--- config.mk ---
export PLATFORM = sky130hd
export DESIGN_NAME = lut_modred_ctrl
export DESIGN_NICKNAME = d
export VERILOG_FILES = /design/src/rtl/lut_modred_ctrl.sv
export SDC_FILE = /design/constraint.sdc
export NUM_CORES = 1
export LEC_CHECK = 0
export ABC_CLOCK_PERIOD_IN_PS = 4400
export BUFFER_PORTS_ARGS = -buffer_cell sky130_fd_sc_hd__buf_2
export CAP_MARGIN = 20
export CORE_UTILIZATION = 55
export DETAILED_ROUTE_END_ITERATION = 6
export HOLD_SLACK_MARGIN = 0.12
export PLACE_DENSITY = 0.76
export SLEW_MARGIN = 10
export SYNTH_ARGS = -nofsm -noshare
export SYNTH_HDL_FRONTEND = slang
export SYNTH_SLANG_ARGS = --single-unit
--- constraint.sdc ---
create_clock -name clk -period 4.4 [get_ports clk]
set_clock_uncertainty 0.2 [all_clocks]
set_input_delay 0.22 -clock clk [delete_from_list [all_inputs] [get_ports clk]]
set_output_delay 0.22 -clock clk [all_outputs]
set_load 0.02 [all_outputs]
--- src/rtl/lut_modred_ctrl.sv ---
`default_nettype none
// ============================================================================
// Module      : lut_modred_ctrl
// Description : Table-driven modular reduction sequencer. It splits the
//               operand into a low residue plus CHUNK-bit high chunks, adds
//               one LUT residue per chunk, then folds the sum below Q.
// Revision    : 1.0 - initial release
// ============================================================================
module lut_modred_ctrl #(
    parameter int              W_DATA = 49,
    parameter int              CHUNK  = 5,
    parameter int              NCHUNK = 4,
    parameter logic [W_DATA-1:0] Q    = 49'd549824583172097
) (
    input  logic                            clk,
    input  logic                            rst,
    input  logic                            in_valid,
    output logic                            in_ready,
    input  logic [W_DATA+CHUNK*NCHUNK-1:0]  din,
    output logic                            lut_en,
    output logic [((NCHUNK > 1) ? $clog2(NCHUNK) : 1)-1:0] lut_sel,
    output logic [CHUNK-1:0]                lut_addr,
    input  logic [W_DATA-1:0]               lut_dout,
    output logic                            out_valid,
    input  logic                            out_ready,
    output logic [W_DATA-1:0]               dout,
    output logic                            busy
);

    localparam int c_SEL_W = (NCHUNK > 1) ? $clog2(NCHUNK) : 1;
    localparam int c_ACC_W = W_DATA + $clog2(NCHUNK + 1);
    localparam int c_HI_W  = CHUNK * NCHUNK;
    localparam int c_DIN_W = W_DATA + c_HI_W;

    localparam logic [c_ACC_W-1:0] c_Q_EXT  = {{(c_ACC_W-W_DATA){1'b0}}, Q};
    localparam logic [c_SEL_W-1:0] c_LAST_K = c_SEL_W'(NCHUNK - 1);

    localparam logic [2:0] c_ST_IDLE   = 3'd0;
    localparam logic [2:0] c_ST_ISSUE  = 3'd1;
    localparam logic [2:0] c_ST_WAIT   = 3'd2;
    localparam logic [2:0] c_ST_REDUCE = 3'd3;
    localparam logic [2:0] c_ST_DONE   = 3'd4;

    logic [2:0]          r_state;
    logic [c_SEL_W-1:0]  r_k;
    logic [c_HI_W-1:0]   r_chunks;
    logic [c_ACC_W-1:0]  r_acc;
    logic                r_pend;
    logic [W_DATA-1:0]   r_dout;
    logic                r_out_valid;

    logic                w_issue;
    logic [c_ACC_W-1:0]  w_acc_sum;
    logic [c_ACC_W-1:0]  w_acc_sub;
    logic                w_ge_q;

    assign w_issue   = (r_state == c_ST_ISSUE);
    assign w_acc_sum = r_acc + {{(c_ACC_W-W_DATA){1'b0}}, lut_dout};
    assign w_acc_sub = r_acc - c_Q_EXT;
    assign w_ge_q    = (r_acc >= c_Q_EXT);

    // The chunk register shifts down one chunk per issue, so the current
    // address is always its bottom CHUNK bits.
    assign lut_en    = w_issue;
    assign lut_sel   = w_issue ? r_k : '0;
    assign lut_addr  = w_issue ? r_chunks[CHUNK-1:0] : '0;

    assign in_ready  = (r_state == c_ST_IDLE);
    assign busy      = (r_state != c_ST_IDLE);
    assign out_valid = r_out_valid;
    assign dout      = r_dout;

    always_ff @(posedge clk) begin
        if (rst) begin
            r_state     <= c_ST_IDLE;
            r_k         <= '0;
            r_chunks    <= '0;
            r_acc       <= '0;
            r_pend      <= 1'b0;
            r_dout      <= '0;
            r_out_valid <= 1'b0;
        end else begin
            // A read issued this cycle returns next cycle; the flag marks
            // that cycle so its data is folded into the accumulator.
            r_pend <= w_issue;

            case (r_state)
                c_ST_IDLE: begin
                    if (in_valid) begin
                        r_chunks <= din[c_DIN_W-1:W_DATA];
                        r_acc    <= {{(c_ACC_W-W_DATA){1'b0}}, din[W_DATA-1:0]};
                        r_k      <= '0;
                        r_state  <= c_ST_ISSUE;
                    end
                end

                c_ST_ISSUE: begin
                    if (r_pend) begin
                        r_acc <= w_acc_sum;
                    end
                    r_chunks <= r_chunks >> CHUNK;
                    r_k      <= r_k + 1'b1;
                    if (r_k == c_LAST_K) begin
                        r_state <= c_ST_WAIT;
                    end
                end

                c_ST_WAIT: begin
                    if (r_pend) begin
                        r_acc <= w_acc_sum;
                    end
                    r_state <= c_ST_REDUCE;
                end

                c_ST_REDUCE: begin
                    if (w_ge_q) begin
                        r_acc <= w_acc_sub;
                    end else begin
                        r_dout      <= r_acc[W_DATA-1:0];
                        r_out_valid <= 1'b1;
                        r_state     <= c_ST_DONE;
                    end
                end

                c_ST_DONE: begin
                    if (out_ready) begin
                        r_out_valid <= 1'b0;
                        r_state     <= c_ST_IDLE;
                    end
                end

                default: begin
                    r_state <= c_ST_IDLE;
                end
            endcase
        end
    end

endmodule
`default_nettype wire

==> results of run 1 <==
## worst max-delay path by stage
stage | start | endpoint
6_report | r_acc[4]$_SDFFE_PP0P_ | r_acc[49]$_SDFFE_PP0P_
5_1_grt | r_acc[4]$_SDFFE_PP0P_ | r_acc[49]$_SDFFE_PP0P_
4_1_cts | r_acc[4]$_SDFFE_PP0P_ | r_acc[49]$_SDFFE_PP0P_
3_5_place_dp | r_acc[37]$_SDFFE_PP0P_ | r_acc[45]$_SDFFE_PP0P_
3_3_place_gp | r_acc[37]$_SDFFE_PP0P_ | r_acc[45]$_SDFFE_PP0P_
2_1_floorplan | r_acc[37]$_SDFFE_PP0P_ | r_acc[44]$_SDFFE_PP0P_
## critical path, stage by stage (launching register included)
cell and delay [ns]:
sky130_fd_sc_hd__dfxtp_1 0.49, sky130_fd_sc_hd__ha_1 0.35, sky130_fd_sc_hd__a21o_1 0.19, sky130_fd_sc_hd__a31o_2 0.22, sky130_fd_sc_hd__o21a_1 0.20, sky130_fd_sc_hd__nor3_1 0.46
sky130_fd_sc_hd__a211oi_1 0.28, sky130_fd_sc_hd__o21ai_0 0.47, sky130_fd_sc_hd__o311a_1 0.33, sky130_fd_sc_hd__o31ai_1 0.14, sky130_fd_sc_hd__or4b_2 0.63, sky130_fd_sc_hd__nand3_1 0.10
## state kept, by name, indices dropped and copies added (netlist names)
| name | flops |
|---|---|
| r_state | 3 |
| r_chunks | 20 |
| out_valid | 1 |
| dout | 49 |
| r_pend | 1 |
| r_k | 2 |
| r_acc | 52 |
## routing by layer
metal  track usage [%]  vias up  wire [um]
met4             17.05        0       1146
met3             4.636       88       2524
met2             60.99      528      15280
met1             44.40     5035      12950
li1                  -     5104          -
met5                 0        -          0
## where the power goes
| group | switching [mW] | internal (mW) |
|---|---|---|
| Combinational | 1.21 | 0.850 |
| Sequential | 0.200 | 1.28 |
| Clock | 0.615 | 0.813 |
## cell usage in the layout, fill, tap and decap left out, types with 6 or more instances in the layout
cell / count
sky130_fd_sc_hd__nor3_1: 39
sky130_fd_sc_hd__xnor2_1: 39
sky130_fd_sc_hd__or3_1: 14
sky130_fd_sc_hd__a221oi_1: 28
sky130_fd_sc_hd__nand4_1: 14
sky130_fd_sc_hd__buf_4: 19
sky130_fd_sc_hd__o211ai_1: 7
sky130_fd_sc_hd__a211o_1: 6
sky130_fd_sc_hd__inv_6: 6
sky130_fd_sc_hd__clkbuf_16: 17
sky130_fd_sc_hd__buf_2: 180
sky130_fd_sc_hd__ha_1: 52
sky130_fd_sc_hd__a22oi_1: 23
sky130_fd_sc_hd__o21ai_0: 53
sky130_fd_sc_hd__inv_1: 16
sky130_fd_sc_hd__o31ai_1: 8
sky130_fd_sc_hd__and2_1: 9
sky130_fd_sc_hd__o21bai_1: 12
sky130_fd_sc_hd__nand2b_1: 6
sky130_fd_sc_hd__nand2_1: 174
sky130_fd_sc_hd__dfxtp_1: 128
sky130_fd_sc_hd__xor2_1: 31
sky130_fd_sc_hd__o21a_1: 8
sky130_fd_sc_hd__a31oi_1: 13
sky130_fd_sc_hd__nor2b_1: 9
sky130_fd_sc_hd__and3_1: 13
sky130_fd_sc_hd__a211oi_1: 37
sky130_fd_sc_hd__nor4_1: 10
sky130_fd_sc_hd__dlygate4sd3_1: 77
sky130_fd_sc_hd__a21o_1: 39
sky130_fd_sc_hd__nand3_1: 35
sky130_fd_sc_hd__a21oi_1: 147
sky130_fd_sc_hd__nor2_1: 123
## through the flow
stage	utilization, %	setup WS [ns]
finish	70.75	0.2751
detailed placement	62.60	0.3952
CTS	70.75	0.3602
global placement	62.60	0.4846
global route	70.75	0.04440
floorplan	-	1.083
## area by class of cell
type / count / area [sq um] / area share [%]
multi-input combinational: 1036 / 6412 / 54.46
inverter: 17 / 63.81 / 0.5420
clock inverter: 14 / 146.4 / 1.243
tap: 220 / 275.3 / 2.338
sequential: 128 / 2562 / 21.76
timing repair buffer: 279 / 1874 / 15.92
clock buffer: 18 / 439.2 / 3.730
## logic make-up (layout without fill, tap and decap cells)
group | after synthesis | in the layout | share of synthesized area [%]
fa+ha+maj | 53 | 53 | 7.133
simple gates | 483 | 483 | 24.05
xor+xnor | 70 | 70 | 6.521
flops | 128 | 128 | 27.26
mux | 3 | 3 | 0.3327
buf+inv | 115 | 328 | 4.898
compound gates | 427 | 427 | 29.81
==> tab_implementation.tex, run 1 <==
\begin{tabular}{lr}
\hline
Metric & Value \\
\hline
\multicolumn{2}{l}{\textbf{Floorplanning}} \\
Starting utilization of the core area & 56.49\% \\
Die area & $\sim$18,000 sq um \\
Chip Height & about 130 um \\
Area of the placeable core & 16,640 sq um \\
Number of standard-cell rows in the floorplan & 47 \\
X dimension of the die & 132.7 um \\
I/O Pins & 182 \\
\multicolumn{2}{l}{\textbf{STA}} \\
Top achievable clock speed & $\sim$240 MHz \\
Clock period minus final worst setup slack & 4.125 ns \\
Max-slew headroom & 26.55\% \\
Hold WS & 0.1307 ns \\
Total Neg Setup Slack & 0 ns \\
Least-Margin Pin Slew & 1.102 ns \\
Setup repair after global routing missed its margin & false \\
Tcrit/Tclk final & 93.75\% \\
Final setup vio count & 0 \\
Final Max Slew Viols & 0 \\
Hold Vio Cnt, Final & 0 \\
\multicolumn{2}{l}{\textbf{Logic synthesis}} \\
Dominant cell type by area after synthesis & sky130\_fd\_sc\_hd\_\_dfxtp\_1 \\
Sequential-to-total area share from yosys stat & between 20\% and 30\% \\
Post-synth top cells & 174 x sky130\_fd\_sc\_hd\_\_nand2\_1, 147 x sky130\_fd\_sc\_hd\_\_a21oi\_1, 128 x sky130\_fd\_sc\_hd\_\_dfxtp\_1 \\
Number of instances in the synthesized netlist & 1,279 \\
Mapped Area & 9402 sq um \\
Most used standard cell by instance count after synthesis & sky130\_fd\_sc\_hd\_\_nand2\_1 \\
Number of enable-type register cells in the synthesized netlist & 0 \\
Synth Net Count & between 1,000 and 1,500 \\
Netlist cell types & 72 \\
Top-area cell type share of the netlist area & 27.26\% \\
Total of warnings raised by yosys & 0 \\
FF+latch count, synth & approximately 130 \\
Top area cells in the synthesized netlist & sky130\_fd\_sc\_hd\_\_dfxtp\_1 27\%, sky130\_fd\_sc\_hd\_\_a21oi\_1 7.8\%, sky130\_fd\_sc\_hd\_\_nand2\_1 6.9\%, sky130\_fd\_sc\_hd\_\_ha\_1 6.9\%, sky130\_fd\_sc\_hd\_\_nor2\_1 5.0\% \\
Synth Flop Type & sky130\_fd\_sc\_hd\_\_dfxtp\_1 \\
Mean instance size in the synthesized netlist & 7.351 sq um \\
Post-synthesis async set-or-reset flop share & 0\% \\
\multicolumn{2}{l}{\textbf{Clock network}} \\
Root buf cell & sky130\_fd\_sc\_hd\_\_clkbuf\_16 \\
Buffer count from post-CTS setup fixing & 0 \\
Clk slew on worst S/H paths & 0.06 ns \\
\# hold bufs at CTS & 77 \\
Count of cells resized by post-cts repair & 0 \\
Number of buffers created by CTS & 17 \\
Htree depth & 4 \\
CTS tree & yes \\
Max Buffers Root-to-Sink & 2 \\
Clk sink count & 128 \\
Worst-Skew Late Latency & 0.43 ns \\
\multicolumn{2}{l}{\textbf{Route}} \\
Number of design-rule violations left by the first detailed-router iteration & roughly 1,100 \\
Post-detailed-route wirelength per cell & 18.63 um \\
Number of nets with antenna violations after routing & 0 \\
Final WL & 31.90 mm \\
Vias per cell & between 6 and 7 \\
Detailed-router iteration count before antenna repair & 5 \\
Residual DRC & 0 \\
Total vias in the final route & 10,760 \\
\multicolumn{2}{l}{\textbf{Critical path}} \\
Critical path start-end classification & register to register \\
Reg2Reg Capture Point & r\_acc[49]\$\_SDFFE\_PP0P\_ \\
Worst reg-to-reg path cell count & 11 \\
Worst endpoint required time & around 4.6 ns \\
Data arrival time of the worst path & 4.29 ns \\
Largest fanout of any net on the critical path & 9 \\
Flop2flop setup slack & 0.28 ns \\
Endpoint class of the critical path & register \\
Setup crit start kind & register \\
Worst reg2reg path startpoint & r\_acc[4]\$\_SDFFE\_PP0P\_ \\
\multicolumn{2}{l}{\textbf{Pwr}} \\
Power after layout & approximately 5.0 mW \\
Worst-case vdd ir drop & 0.3055 mV \\
Power density normalized to cell area & approximately 420 nW/um\^{}2 \\
Leakage component of the power & 5.093 nW \\
\multicolumn{2}{l}{\textbf{Global routing}} \\
Vias in the first global route & roughly 10,000 \\
Largest net degree at the start of global routing & roughly 100 \\
Congestion Overflow GR & 0 \\
Global-route wire length before repair & 50.31 mm \\
Initial antenna violation count & 0 \\
Aggregate global-route resource usage & 35.70\% \\
\multicolumn{2}{l}{\textbf{Finish}} \\
Share of final-layout standard cells stronger than drive strength 1 & 17.09\% \\
Area of all placed cells without fillers & between 10,000 and 15,000 sq um \\
Antenna fix cells & 0 \\
Fill cell count & 1,394 \\
Synthesis-to-layout area growth & 25.23\% \\
Layout net count & 1,654 \\
Post-Layout Cell Count & 1,712 \\
\multicolumn{2}{l}{\textbf{Run}} \\
Number of max-cap violations & 0 \\
\multicolumn{2}{l}{\textbf{Worst hold path}} \\
Endpoint of the worst hold-timing path & r\_acc[34]\$\_SDFFE\_PP0P\_ \\
Type of the most critical hold path & input port to register \\
Hold Path Stages & 5 \\
Start point of the worst min-delay path & din[34] \\
\multicolumn{2}{l}{\textbf{Placement}} \\
\# port buffers & approximately 180 \\
Final weighted congestion in routability-driven placement & about 0.99 \\
Area after detailed placement & approximately 10,000 sq um \\
Post-placement cell count & 1,603 \\
DP HPWL & 21.42 mm \\
\multicolumn{2}{l}{\textbf{Outcome}} \\
Outcome & finished, final reports clean \\
\hline
\end{tabular}
(Power assumes the default switching activity.)
==> run 2: changes to the inputs <==
CELL_PAD_IN_SITES_DETAIL_PLACEMENT = 0   (was default)
CELL_PAD_IN_SITES_GLOBAL_PLACEMENT = 2   (was default)
CORE_UTILIZATION = 32   (was 55)
PLACE_DENSITY = 0.79   (was 0.76)
==> run 2 against run 1 <==
Clock power up 16%. Total power up 6.4%. Clock-buffer cell count up 2.
==> tab_implementation.tex, run 2 (synthesis gave the netlist of run 1 again) <==
\begin{tabular}{lr}
\hline
Metric & Value \\
\hline
\multicolumn{2}{l}{\textbf{Pwr}} \\
Worst-case vdd ir drop & 0.2427 mV \\
Power density normalized to cell area & 433.5 nW/um\^{}2 \\
Leakage component of the power & around 5.2 nW \\
\multicolumn{2}{l}{\textbf{Clock network}} \\
CTS tree & yes \\
Clk slew on worst S/H paths & approximately 0.060 ns \\
Max Buffers Root-to-Sink & 2 \\
Htree depth & 4 \\
Worst-Skew Late Latency & 0.43 ns \\
Clk sink count & 128 \\
Root buf cell & sky130\_fd\_sc\_hd\_\_clkbuf\_16 \\
Number of buffers created by CTS & 17 \\
\multicolumn{2}{l}{\textbf{Finish}} \\
Layout net count & 1,669 \\
Synthesis-to-layout area growth & 29.74\% \\
Number of flip-flops under the largest register name & between 50 and 60 \\
Most frequent cells in the layout & 180 x sky130\_fd\_sc\_hd\_\_buf\_2, 174 x sky130\_fd\_sc\_hd\_\_nand2\_1, 147 x sky130\_fd\_sc\_hd\_\_a21oi\_1, 128 x sky130\_fd\_sc\_hd\_\_dfxtp\_1, 123 x sky130\_fd\_sc\_hd\_\_nor2\_1 \\
Share of final-layout standard cells stronger than drive strength 1 & 17.92\% \\
Fill cell count & between 3,000 and 4,000 \\
Antenna fix cells & 0 \\
Most common library cell in the layout ignoring fill and taps & sky130\_fd\_sc\_hd\_\_buf\_2 \\
Register bank with the most flops & r\_acc \\
\multicolumn{2}{l}{\textbf{Worst hold path}} \\
Type of the most critical hold path & input port to register \\
\multicolumn{2}{l}{\textbf{Global routing}} \\
Met3 track utilization from global routing & about 3.2\% \\
Busiest metal layer after global routing & met2 \\
Aggregate global-route resource usage & between 20\% and 30\% \\
Congestion Overflow GR & 0 \\
Met2 Usage GRT & 39.26\% \\
Largest net degree at the start of global routing & 54 \\
Initial antenna violation count & 0 \\
Global-route wire length before repair & 55.83 mm \\
Vias in the first global route & around 10,000 \\
Global Route met1 Usage & 31.03\% \\
\multicolumn{2}{l}{\textbf{Route}} \\
Vias per cell & 5.526 \\
Residual DRC & 0 \\
Post-detailed-route wirelength per cell & 19.13 um \\
Final WL & about 36 mm \\
Number of nets with antenna violations after routing & 0 \\
Detailed-router iteration count before antenna repair & 5 \\
Total vias in the final route & 10,450 \\
Number of design-rule violations left by the first detailed-router iteration & between 700 and 800 \\
\multicolumn{2}{l}{\textbf{Floorplanning}} \\
Starting utilization of the core area & around a third \\
Die area & roughly 30,000 sq um \\
Chip Height & 173.4 um \\
Area of the placeable core & 28,780 sq um \\
Number of standard-cell rows in the floorplan & 62 \\
I/O Pins & between 150 and 200 \\
X dimension of the die & 173.4 um \\
\multicolumn{2}{l}{\textbf{Critical path}} \\
Endpoint class of the critical path & register \\
Setup crit start kind & register \\
Critical path start-end classification & register to register \\
Data arrival time of the worst path & 4.32 ns \\
Worst endpoint required time & 4.49 ns \\
Largest fanout of any net on the critical path & 8 \\
\multicolumn{2}{l}{\textbf{STA}} \\
Clock period minus final worst setup slack & 4.228 ns \\
Minimum setup slack in the final design & 0.1716 ns \\
Total Neg Setup Slack & 0 ns \\
Final Max Slew Viols & 0 \\
Top achievable clock speed & between 200 and 250 MHz \\
Tcrit/Tclk final & between 90\% and 100\% \\
Hold Vio Cnt, Final & 0 \\
Final setup vio count & 0 \\
Least-Margin Pin Slew & 0.8512 ns \\
Setup repair after global routing missed its margin & false \\
Max-slew headroom & 43.05\% \\
\multicolumn{2}{l}{\textbf{Placement}} \\
\# port buffers & around 180 \\
Pre-CTS WS & between 0.4 and 0.5 ns \\
Final weighted congestion in routability-driven placement & 0.8699 \\
DP HPWL & 25.81 mm \\
\multicolumn{2}{l}{\textbf{Run}} \\
Number of max-cap violations & 0 \\
\multicolumn{2}{l}{\textbf{Outcome}} \\
Outcome & finished, final reports clean \\
\hline
\end{tabular}
## run 2: cell count changes in the layout (fill, tap and decap cells not counted), moves of 2 or more
| cell | previous run | this run |
|---|---|---|
| sky130_fd_sc_hd__buf_4 | 19 | 31 |
| sky130_fd_sc_hd__bufinv_16 | 1 | 5 |
| sky130_fd_sc_hd__clkbuf_8 | 1 | 3 |
| sky130_fd_sc_hd__clkinv_4 | 3 | 1 |
| sky130_fd_sc_hd__dlygate4sd3_1 | 77 | 79 |
| sky130_fd_sc_hd__inv_6 | 6 | 2 |
| sky130_fd_sc_hd__inv_8 | 2 | 0 |
## run 2: area by class of cell
cell class | count | area, sq um | area share, %
multi-input cells | 1036 | 6420 | 52.63
flip-flops and latches | 128 | 2562 | 21.01
repair buffers | 294 | 2001 | 16.40
well taps | 384 | 480.5 | 3.939
clock buffers | 20 | 466.7 | 3.826
clock inverters | 12 | 203.9 | 1.672
inverters | 17 | 63.81 | 0.5231
## run 2: repair_timing
item                       CTS  global route
setup buffers                0             3
hold endpoints to repair    71             0
setup endpoints to repair    0             4
gates resized for setup      0             3
hold buffers                79             0
## run 2: worst max-delay path, stage by stage, from the launching register on
cell	delay (ns)
sky130_fd_sc_hd__dfxtp_1	0.39
sky130_fd_sc_hd__or4_1	0.62
sky130_fd_sc_hd__or2_1	0.33
sky130_fd_sc_hd__or4_4	0.55
sky130_fd_sc_hd__a211oi_4	0.29
sky130_fd_sc_hd__o31ai_1	0.17
sky130_fd_sc_hd__a211o_2	0.47
sky130_fd_sc_hd__buf_4	0.19
sky130_fd_sc_hd__a21oi_1	0.11
sky130_fd_sc_hd__a2bb2oi_1	0.15
sky130_fd_sc_hd__dlygate4sd3_1	0.56
sky130_fd_sc_hd__nor2_1	0.04
## run 2: metrics by stage
step	hold slack, ns	instances	utilization [%]	area (sq um)	power, mW
finish	0.1217	1891	42.38	12200	5.288
detailed placement	0.2444	1776	37.10	10680	3.522
CTS	0.1200	1887	42.18	12140	5.261
global route	0.1360	1891	42.38	12200	5.588
floorplan	0.1560	1279	-	9402	2.913
global placement	0.2418	1776	37.10	10680	3.531
## run 2: routing by layer
metal | vias up | part of all wire (%)
li1 | 5116 | -
met1 | 4936 | 46
met2 | 352 | 47
met3 | 46 | 5.0
met4 | 0 | 2.6
met5 | - | 0
## run 2: path summary, 6_finish.rpt
check                               from                     to  slack, ns  cells after the start
setup / recovery  r_acc[37]$_SDFFE_PP0P_  r_acc[0]$_SDFFE_PP0P_       0.17                     11
hold / removal                       rst      r_pend$_SDFF_PP0_       0.12                      2
setup reg to reg  r_acc[37]$_SDFFE_PP0P_  r_acc[0]$_SDFFE_PP0P_       0.17                     11
hold reg to reg    dout[30]$_SDFFE_PP0P_  dout[30]$_SDFFE_PP0P_       0.25                      2
## run 2: power breakdown
group          internal, mW  total, mW  switching [mW]  leakage, nW
Sequential             1.28       1.48           0.201         1.05
Clock                  1.06       1.66           0.607        0.319
Combinational         0.889       2.15            1.26         3.84
Total                  3.22       5.29            2.07         5.21
